**config.mk**
```make
export PLATFORM = sky130hd
export DESIGN_NAME = output_port_arbiter_flat
export DESIGN_NICKNAME = d
export VERILOG_FILES = /design/src/rtl/output_port_arbiter_pkg.sv /design/src/rtl/output_port_arbiter_if.sv /design/src/rtl/output_port_arbiter_rr_pick.sv /design/src/rtl/output_port_arbiter.sv /design/src/flat_wrapper.sv
export SDC_FILE = /design/constraint.sdc
export NUM_CORES = 1
export LEC_CHECK = 0
export ABC_AREA = 1
export CAP_MARGIN = 20
export CORE_MARGIN = 1
export CORE_UTILIZATION = 45
export DETAILED_ROUTE_END_ITERATION = 8
export GPL_TIMING_DRIVEN = 0
export PLACE_DENSITY = 0.68
export SLEW_MARGIN = 0
export SYNTH_ARGS = -nofsm -noshare
export SYNTH_HDL_FRONTEND = slang
export SYNTH_SLANG_ARGS = --single-unit
```
**constraint.sdc**
```tcl
create_clock -name clk -period 4.4 [get_ports clk]
set_input_delay 0.44 -clock clk [delete_from_list [all_inputs] [get_ports clk]]
set_output_delay 0.44 -clock clk [all_outputs]
set_load 0.05 [all_outputs]
```
**src/rtl/output_port_arbiter_pkg.sv**
```systemverilog
// Shared router constants for the per-output-port arbiter.
// Port numbering, packet-length width and arbiter state encoding.
package output_port_arbiter_pkg;

  localparam int NUM_PORTS = 5;

  localparam int PORT_N  = 0;
  localparam int PORT_E  = 1;
  localparam int PORT_S  = 2;
  localparam int PORT_W  = 3;
  localparam int PORT_PE = 4;

  localparam int PKT_LEN_W = 4;

  typedef enum logic {
    ARB_IDLE,
    ARB_XFER
  } arb_state_t;

endpackage

```
**src/rtl/output_port_arbiter_if.sv**
```systemverilog
// Request/grant bundle between input ports and one output arbiter.
// master: req, pkt_len, out_ready; slave: grant, grant_idx, busy, pkt_done.
interface output_port_arbiter_if
  import output_port_arbiter_pkg::*;
#(
  parameter int NUM_REQ = NUM_PORTS,
  parameter int LEN_W   = PKT_LEN_W
) ();

  localparam int IDX_W = $clog2(NUM_REQ);

  logic [NUM_REQ-1:0] req;
  logic [LEN_W-1:0]   pkt_len [NUM_REQ];
  logic               out_ready;
  logic [NUM_REQ-1:0] grant;
  logic [IDX_W-1:0]   grant_idx;
  logic               busy;
  logic               pkt_done;

  modport master (
    output req,
    output pkt_len,
    output out_ready,
    input  grant,
    input  grant_idx,
    input  busy,
    input  pkt_done
  );

  modport slave (
    input  req,
    input  pkt_len,
    input  out_ready,
    output grant,
    output grant_idx,
    output busy,
    output pkt_done
  );

endinterface

```
**src/rtl/output_port_arbiter_rr_pick.sv**
```systemverilog
// Rotated priority encoder: first set req bit at or above ptr, wrapping.
// Ports: req, ptr in; win (one-hot), win_idx, any out.
module rr_pick #(
  parameter int N = 5
) (
  input  logic [N-1:0]         req,
  input  logic [$clog2(N)-1:0] ptr,
  output logic [N-1:0]         win,
  output logic [$clog2(N)-1:0] win_idx,
  output logic                 any
);

  always_comb begin
    int j;
    win     = '0;
    win_idx = '0;
    any     = 1'b0;
    j       = 0;
    for (int i = 0; i < N; i++) begin
      j = int'(ptr) + i;
      if (j >= N) j = j - N;
      if (!any && req[j]) begin
        any     = 1'b1;
        win[j]  = 1'b1;
        win_idx = ($clog2(N))'(j);
      end
    end
  end

endmodule

```
**src/rtl/output_port_arbiter.sv**
```systemverilog
// Round-robin packet arbiter for one router output link.
// Ports: clk, rst (sync, active-low), bus (slave side of the arbiter bundle).
module output_port_arbiter
  import output_port_arbiter_pkg::*;
#(
  parameter int NUM_REQ = NUM_PORTS,
  parameter int LEN_W   = PKT_LEN_W
) (
  input  logic                 clk,
  input  logic                 rst,
  output_port_arbiter_if.slave bus
);

  localparam int IDX_W = $clog2(NUM_REQ);
  localparam int CNT_W = LEN_W + 1;

  arb_state_t         state_q, state_d;
  logic [NUM_REQ-1:0] grant_q, grant_d;
  logic [IDX_W-1:0]   idx_q, idx_d;
  logic               busy_q, busy_d;
  logic               done_q, done_d;
  logic [IDX_W-1:0]   ptr_q, ptr_d;
  logic [CNT_W-1:0]   cnt_q, cnt_d;

  logic [NUM_REQ-1:0] win;
  logic [IDX_W-1:0]   win_idx;
  logic               win_any;
  logic [LEN_W-1:0]   win_len;
  logic [CNT_W-1:0]   len_ext;

  rr_pick #(.N(NUM_REQ)) u_pick (
    .req     (bus.req),
    .ptr     (ptr_q),
    .win     (win),
    .win_idx (win_idx),
    .any     (win_any)
  );

  // Length 0 stands for the full 2^LEN_W bytes.
  always_comb begin
    win_len = bus.pkt_len[win_idx];
    len_ext = (win_len == '0) ? CNT_W'(1 << LEN_W)
                              : {1'b0, win_len};
  end

  always_comb begin
    state_d = state_q;
    grant_d = grant_q;
    idx_d   = idx_q;
    busy_d  = busy_q;
    done_d  = 1'b0;
    ptr_d   = ptr_q;
    cnt_d   = cnt_q;
    unique case (state_q)
      ARB_IDLE: begin
        if (win_any) begin
          state_d = ARB_XFER;
          grant_d = win;
          idx_d   = win_idx;
          busy_d  = 1'b1;
          cnt_d   = len_ext;
        end
      end
      ARB_XFER: begin
        if (bus.out_ready) begin
          cnt_d = cnt_q - CNT_W'(1);
          if (cnt_q == CNT_W'(1)) begin
            state_d = ARB_IDLE;
            grant_d = '0;
            busy_d  = 1'b0;
            done_d  = 1'b1;
            ptr_d   = (idx_q == IDX_W'(NUM_REQ - 1))
                      ? '0 : idx_q + IDX_W'(1);
          end
        end
      end
      default: state_d = ARB_IDLE;
    endcase
  end

  always_ff @(posedge clk) begin
    if (!rst) begin
      state_q <= ARB_IDLE;
      grant_q <= '0;
      idx_q   <= '0;
      busy_q  <= 1'b0;
      done_q  <= 1'b0;
      ptr_q   <= '0;
      cnt_q   <= '0;
    end else begin
      state_q <= state_d;
      grant_q <= grant_d;
      idx_q   <= idx_d;
      busy_q  <= busy_d;
      done_q  <= done_d;
      ptr_q   <= ptr_d;
      cnt_q   <= cnt_d;
    end
  end

  assign bus.grant     = grant_q;
  assign bus.grant_idx = idx_q;
  assign bus.busy      = busy_q;
  assign bus.pkt_done  = done_q;

endmodule

```
**src/flat_wrapper.sv**
```systemverilog
// flat-port wrapper written by rule: the top's interface ports become plain ports
module output_port_arbiter_flat import output_port_arbiter_pkg::*;
#(
  parameter int NUM_REQ = NUM_PORTS,
  parameter int LEN_W   = PKT_LEN_W
)
  (clk, rst, bus_req, bus_pkt_len, bus_out_ready, bus_grant, bus_grant_idx, bus_busy, bus_pkt_done);
  output_port_arbiter_if #(.NUM_REQ(NUM_REQ), .LEN_W(LEN_W)) bus_i ();
  input  logic clk;
  input  logic rst;
  input wire logic [$bits(bus_i.req)-1:0] bus_req;
  input wire logic [$bits(bus_i.pkt_len)-1:0] bus_pkt_len;
  input wire logic [$bits(bus_i.out_ready)-1:0] bus_out_ready;
  output wire logic [$bits(bus_i.grant)-1:0] bus_grant;
  output wire logic [$bits(bus_i.grant_idx)-1:0] bus_grant_idx;
  output wire logic [$bits(bus_i.busy)-1:0] bus_busy;
  output wire logic [$bits(bus_i.pkt_done)-1:0] bus_pkt_done;
  assign bus_i.req = bus_req;
  assign bus_i.pkt_len = {>>{bus_pkt_len}};
  assign bus_i.out_ready = bus_out_ready;
  assign bus_grant = bus_i.grant;
  assign bus_grant_idx = bus_i.grant_idx;
  assign bus_busy = bus_i.busy;
  assign bus_pkt_done = bus_i.pkt_done;
  output_port_arbiter #(.NUM_REQ(NUM_REQ), .LEN_W(LEN_W)) u_core (.clk(clk), .rst(rst), .bus(bus_i));
endmodule
```
# Word level (Yosys, flattened, before mapping)
# Cells that the tools add are included.
word_totals:
  reg_bits: 19
  inputBits: 28
  output_inout_bits: 10
  word_cells: 130
classes:
  n_eq_ne: 5
  mux: 66
  magnitude_cmp: 16
  reduce_logical: 19
  add_sub_neg: 11
  n_bitwise: 6
ops:
  columns: ["op", "n"]
  rows:
  - ["32-bit by 1-bit greater-or-equal comparator with 1-bit output, second input constant", 5]
  - ["32-bit by 5-bit < comparator with 1-bit output, second input constant", 5]
  - ["32-bit two-way mux", 5]
  - ["5-bit two-way mux", 11]
  - ["1-bit two-way mux", 27]
  - ["5-bit OR", 4]
  - ["5-bit case mux with 2 select lines", 2]
  - ["4-bit by 3-bit subtractor with 5-bit output, second input constant", 4]
  - ["3-bit two-way mux", 6]
  - ["4-bit by 3-bit greater-or-equal comparator with 1-bit output, second input constant", 4]
  - ["1-bit binary-select mux with 3-bit select", 5]
  - ["1-bit demux with 3-bit select", 5]
  - ["4-bit binary-select mux with 3-bit select", 1]
  - ["1-bit logical AND", 9]
  - ["3-bit AND reduction", 3]
  - ["3-bit by 2-bit adder with 4-bit output, second input constant", 2]
  - ["4-bit two-way mux", 2]
  - ["2-bit inequality test, second input constant", 3]
  - ["5-bit by 1-bit equality test with 1-bit output, second input constant", 1]
  - ["5-bit by 1-bit subtractor with 5-bit output, second input constant", 1]
  - ["3-bit by 1-bit adder with 4-bit output, second input constant", 1]
  - ["3-bit by 3-bit adder with 4-bit output, second input constant", 1]
  - ["4-bit greater-or-equal comparator, second input constant", 1]
  - ["1-bit zero test", 4]
  - ["9 further kinds", 11]

# Longest topological paths before layout
depth:
  ltp_word: 26
  depth_mapped: 27
  mapped_depth_nobuf: 27

# Modules after synthesis
# From an unflattened synthesis, not the netlist that was laid out.
unflattened:
  cells_unflattened: 432
  area_unflattened_um2: 2561.2
by_module_without_submodules:
  columns: ["mod", "cells_per_inst", "area_each_um2", "seq_area_each_um2", "instances"]
  rows:
  - ["rr_pick", 275, 1421.4, 0.0, 1]
  - ["output_port_arbiter", 157, 1139.8, 380.4, 1]

# Least setup slack after synthesis
# OpenSTA, ideal clock, no wires.
synth_timing:
  path_kind: "register -> register"
  from: "register u_core.ptr_q[1]"
  to: "register u_core.cnt_q[4]"
  required_ps: 4278
  t_arrival_ps: 2976
  path_buffers: 0
  period_less_slack_ps: 3097
  slack_ps: 1303
  path_stages_with_launch: 23
  path_cell_list: "dfxtp_1 inv_1 ha_1 inv_1 nand2_1 nand3_4 nand3_4 nand2_2 nand2_4 nand2_2 inv_2 nand2_4 inv_2 nor2_4 nand2_2 nor2_1 nand3_1 nand2_1 inv_2 nor2_2 inv_1 o21ai_0 a21oi_2"
synth_between:
  elab_chain_cells: 26
  elab_cells_between_ends: 62
synth_lines:
  columns: ["element", "line", "text"]
  rows:
  - ["start: declaration", "output_port_arbiter.sv:22", "logic [IDX_W-1:0] ptr_q, ptr_d;"]
  - ["start signal: assignment", "output_port_arbiter.sv:96", "ptr_q <= ptr_d;"]
  - ["branches (longest 26 deep; another with 4-bit by 3-bit subtractor with 5-bit output)", null, null]
  - ["end signal: assignment", "output_port_arbiter.sv:97", "cnt_q <= cnt_d;"]
  - ["end: declaration", "output_port_arbiter.sv:23", "logic [CNT_W-1:0] cnt_q, cnt_d;"]
# Several ways; the timed one is not identified. The select of a mux whose other input is x is not followed.
# A chain may end at the register's enable or synchronous reset.

# Worst setup path in the final report
# Ends and elaborated chain as after synthesis.

==> results by group <==
Status
  – Status: finished clean

STA
  – Worst-Margin Slew: 0.609 ns
  – Hold slack: 0.471 ns
  – Final Hold Fails: 0
  – Post-layout min period: 3.88 ns
  – Setup TNS: 0 ns
  – Final setup fails: 0
  – Pins Over Slew Limit: 0
  – Slew HR: 59.3%
  – Maximum clock frequency: 258 MHz
  – RSZ-0062 raised after global routing: false
  – Fin crit share: 88.2%
  – Setup Skew: 0.00597 ns

Drt
  – Met2 WL: 3480 um
  – Drt pass-1 iters: 5
  – M1 WL: about 3500 um
  – Total number of vias: 2913
  – Average wire per standard cell: 13.2 um
  – WL final: 7320 um
  – Top layer in use: met4
  – Antenna Nets Post-Route: 0
  – WL met3: roughly 240 um
  – DRT iter0 DRCs: between 150 and 200
  – DRC: 0
  – Via density: 5.27

Setup path
  – R2R Path Start: u_core.ptr_q[1]
  – Worst Setup SP: u_core.ptr_q[1]
  – Crit path capture: u_core.cnt_q[4]
  – Worst Path Required: 4.55 ns
  – CP max stage delay: 0.54 ns
  – Worst reg2reg path depth: 22
  – Crit path capture type: flop
  – CP max-delay cell: dfxtp_1
  – Critical Path AT: about 4.0 ns
  – Setup CP Type: reg -> reg
  – R2r endpoint: u_core.cnt_q[4]
  – Largest fanout on the critical path: 10
  – Setup slack, reg-to-reg: a little over 0.5 ns
  – CP startpoint kind: flop
  – Crit-path cells: inv_1 > ha_1 > inv_1 > nand2_1 > nand3_4 > nand3_4 > nand2_4 > nand2_4 > nand2_1 > nand2_2 > nand2_4 > inv_2 > nor2_4 > nand2_2 > nor2_1 > nand3_1 > nand2_1 > inv_2 > nor2_2 > inv_1 > o21ai_0 > a21oi_2

Min path
  – Hold Crit Class: reg -> reg

Clocking
  – Longest Clk Path Bufs: 2
  – Post-CTS resize count: 0
  – CTS buffer count: 3
  – Clock root cell: clkbuf_8
  – # H-tree levels: 1
  – CTS Hold Bufs: 0
  – Worst skew pair latency: 0.26 ns
  – Clk sinks: 19
  – CTS tree: yes
  – Post-CTS setup buffer count: 0
  – Reg clk slew, reported paths: 0.08 ns

Synthesis
  – Count of cell types in the netlist: 39
  – Main synth FF type: dfxtp_1
  – Cells after Synth: between 400 and 500
  – Synth Register Bits: 19
  – Netlist Area Pre-Place: around 2700 um2
  – Register area share after synthesis: 13.9%
  – Asr flop ratio synth: 0%
  – Synth warnings: 0
  – Syn_nets: 484
  – Post-synth EDFFs: 0
  – Mean Syn Cell Area: 6.25 um2

GRT
  – Vias in the first global route: 2767
  – First-pass GRT wire length: 12500 um
  – Global router's overall resource usage: 24.4%
  – Largest net degree at the start of global routing: 14
  – Initial antenna violation count: 0
  – Global route total overflow: 0

Final layout
  – Post-layout net count: 526
  – Layout cells sized above 1: 19.7%
  – Filler instances: 598
  – Commonest cells after routing, fill and taps aside: nand2_1, inv_1, nand3_1, clkdlybuf4s50_1, nor2_1
  – Area grow syn2layout: 18.8%
  – Fin area: about 3200 um2
  – Finished Core Util: 55.1%
  – Most common cell after layout, fill and taps aside: nand2_1
  – Ant diodes: 0

Power
  – VDD IR max: 0.317 mV
  – Int Power: roughly 370 uW
  – Net Sw Frac: between 40% and 50%
  – Comb power frac: 50.3%
  – Sequential power share: 30.9%
  – Cell Pwr Density: 203 nW/um2
  – Power share of the clock group: approximately a fifth
  – Switching power: 286 uW
  – Leak: approximately 1.6 nW

Floorplan
  – Core box area: 5890 um2
  – I/O pin count: 38
  – Area of the die: 6390 um2
  – Initial Utilization: 46.4%
  – Die Ht: 79.9 um
  – Die X: 79.9 um
  – Row Count: 28

Placement
  – Port Buffers: 37
  – Post-DP Area: around 3200 um2
  – Post-DP HPWL: 6060 um
  – Final GP Congestion: 0.969

Job
  – Max-cap violations: 0
metrics by stage:
step           power [mW]  setup slack [ns]  instances
4_1_cts             0.660             0.534        553
5_1_grt             0.709            0.0653        553
2_1_floorplan       0.441              1.30        437
3_3_place_gp        0.531             0.592        549
3_5_place_dp        0.535             0.555        549
6_report            0.658             0.519        553
cell usage after synthesis, types with 3 or more instances:
library cell  count  share of area [%]
nand2_4          12                4.9
nor3_1            7                1.3
nand2_1         110                 15
nand4_1           9                2.1
inv_1            48                6.6
nand3_4           6                3.8
nand3_1          39                7.1
o21ai_2           3               0.96
a21oi_2           6                1.9
ha_1             18                8.2
nand2_2          16                3.7
nand3_2           6                2.2
nor2_1           29                4.0
dfxtp_1          19                 14
nor2_2            7                1.6
o21ai_1           6                1.1
o21ai_0          26                4.8
inv_2            22                3.0
nor2_4            6                2.5
a21oi_1          18                3.3
worst min-delay path by stage:
stage	from	endpoint	slack [ns]	cells past startpoint
after global placement	u_core.bus.grant[2]	u_core.bus.grant[2]	0.46	2
after global routing	u_core.bus.grant[2]	u_core.bus.grant[2]	0.51	2
final	u_core.bus.grant[1]	u_core.bus.grant[1]	0.47	2
after floorplan	u_core.cnt_q[1]	u_core.cnt_q[1]	0.46	2
after CTS	u_core.bus.grant[2]	u_core.bus.grant[2]	0.48	2
after detailed placement	u_core.bus.grant[3]	u_core.bus.grant[3]	0.46	2
logic make-up (layout without fill, tap and decap cells):
family / after synthesis / in the layout / share of synthesized area, %
DFF: 19 / 19 / 13.9
buffers and inverters: 73 / 114 / 10.2
xor gates and xnor gates: 2 / 2 / 0.641
AOI/OAI and AO/OA: 69 / 69 / 15.1
adders and majority gates: 19 / 19 / 8.97
and+or+nand+nor: 255 / 255 / 51.2
flip-flops by register name (all words and copies together) (netlist names):
signal / count
u_core.bus.busy: 1
u_core.bus.grant: 5
u_core.bus.grant_idx: 3
u_core.bus.pkt_done: 1
u_core.cnt_q: 5
u_core.ptr_q: 3
u_core.state_q: 1
critical path: cells and delay by family (launching register included):
kind	cells	cell delay, ns
simple gates	14	1.63
flops	1	0.54
fa+ha+maj	1	0.50
compound gates	2	0.26
buf+inv	5	0.81
per-layer routing:
layer	track usage, %	up-vias
met5	0	-
met4	5.36	0
met3	1.94	8
met2	43.5	62
met1	31.8	1335
li1	-	1508
power by group through the flow:
stage / clock (mW) / sequential, mW / combinational, mW
floorplan: 0 / 0.228 / 0.212
global placement: 0 / 0.207 / 0.324
detailed placement: 0 / 0.207 / 0.328
CTS: 0.127 / 0.203 / 0.330
global route: 0.134 / 0.206 / 0.369
finish: 0.124 / 0.203 / 0.331
area by class of cell:
| cell class | count | area [um2] | area share, % |
|---|---|---|---|
| multi-input cells | 345 | 2070 | 63.9 |
| flip-flops and latches | 19 | 380 | 11.7 |
| repair buffers | 37 | 370 | 11.4 |
| inverters | 72 | 270 | 8.33 |
| well taps | 75 | 93.8 | 2.89 |
| clock buffers | 3 | 41.3 | 1.27 |
| clock inverters | 1 | 7.51 | 0.231 |
| plain buffers | 1 | 7.51 | 0.231 |
Note: power is estimated with default switching activity, not from simulation.
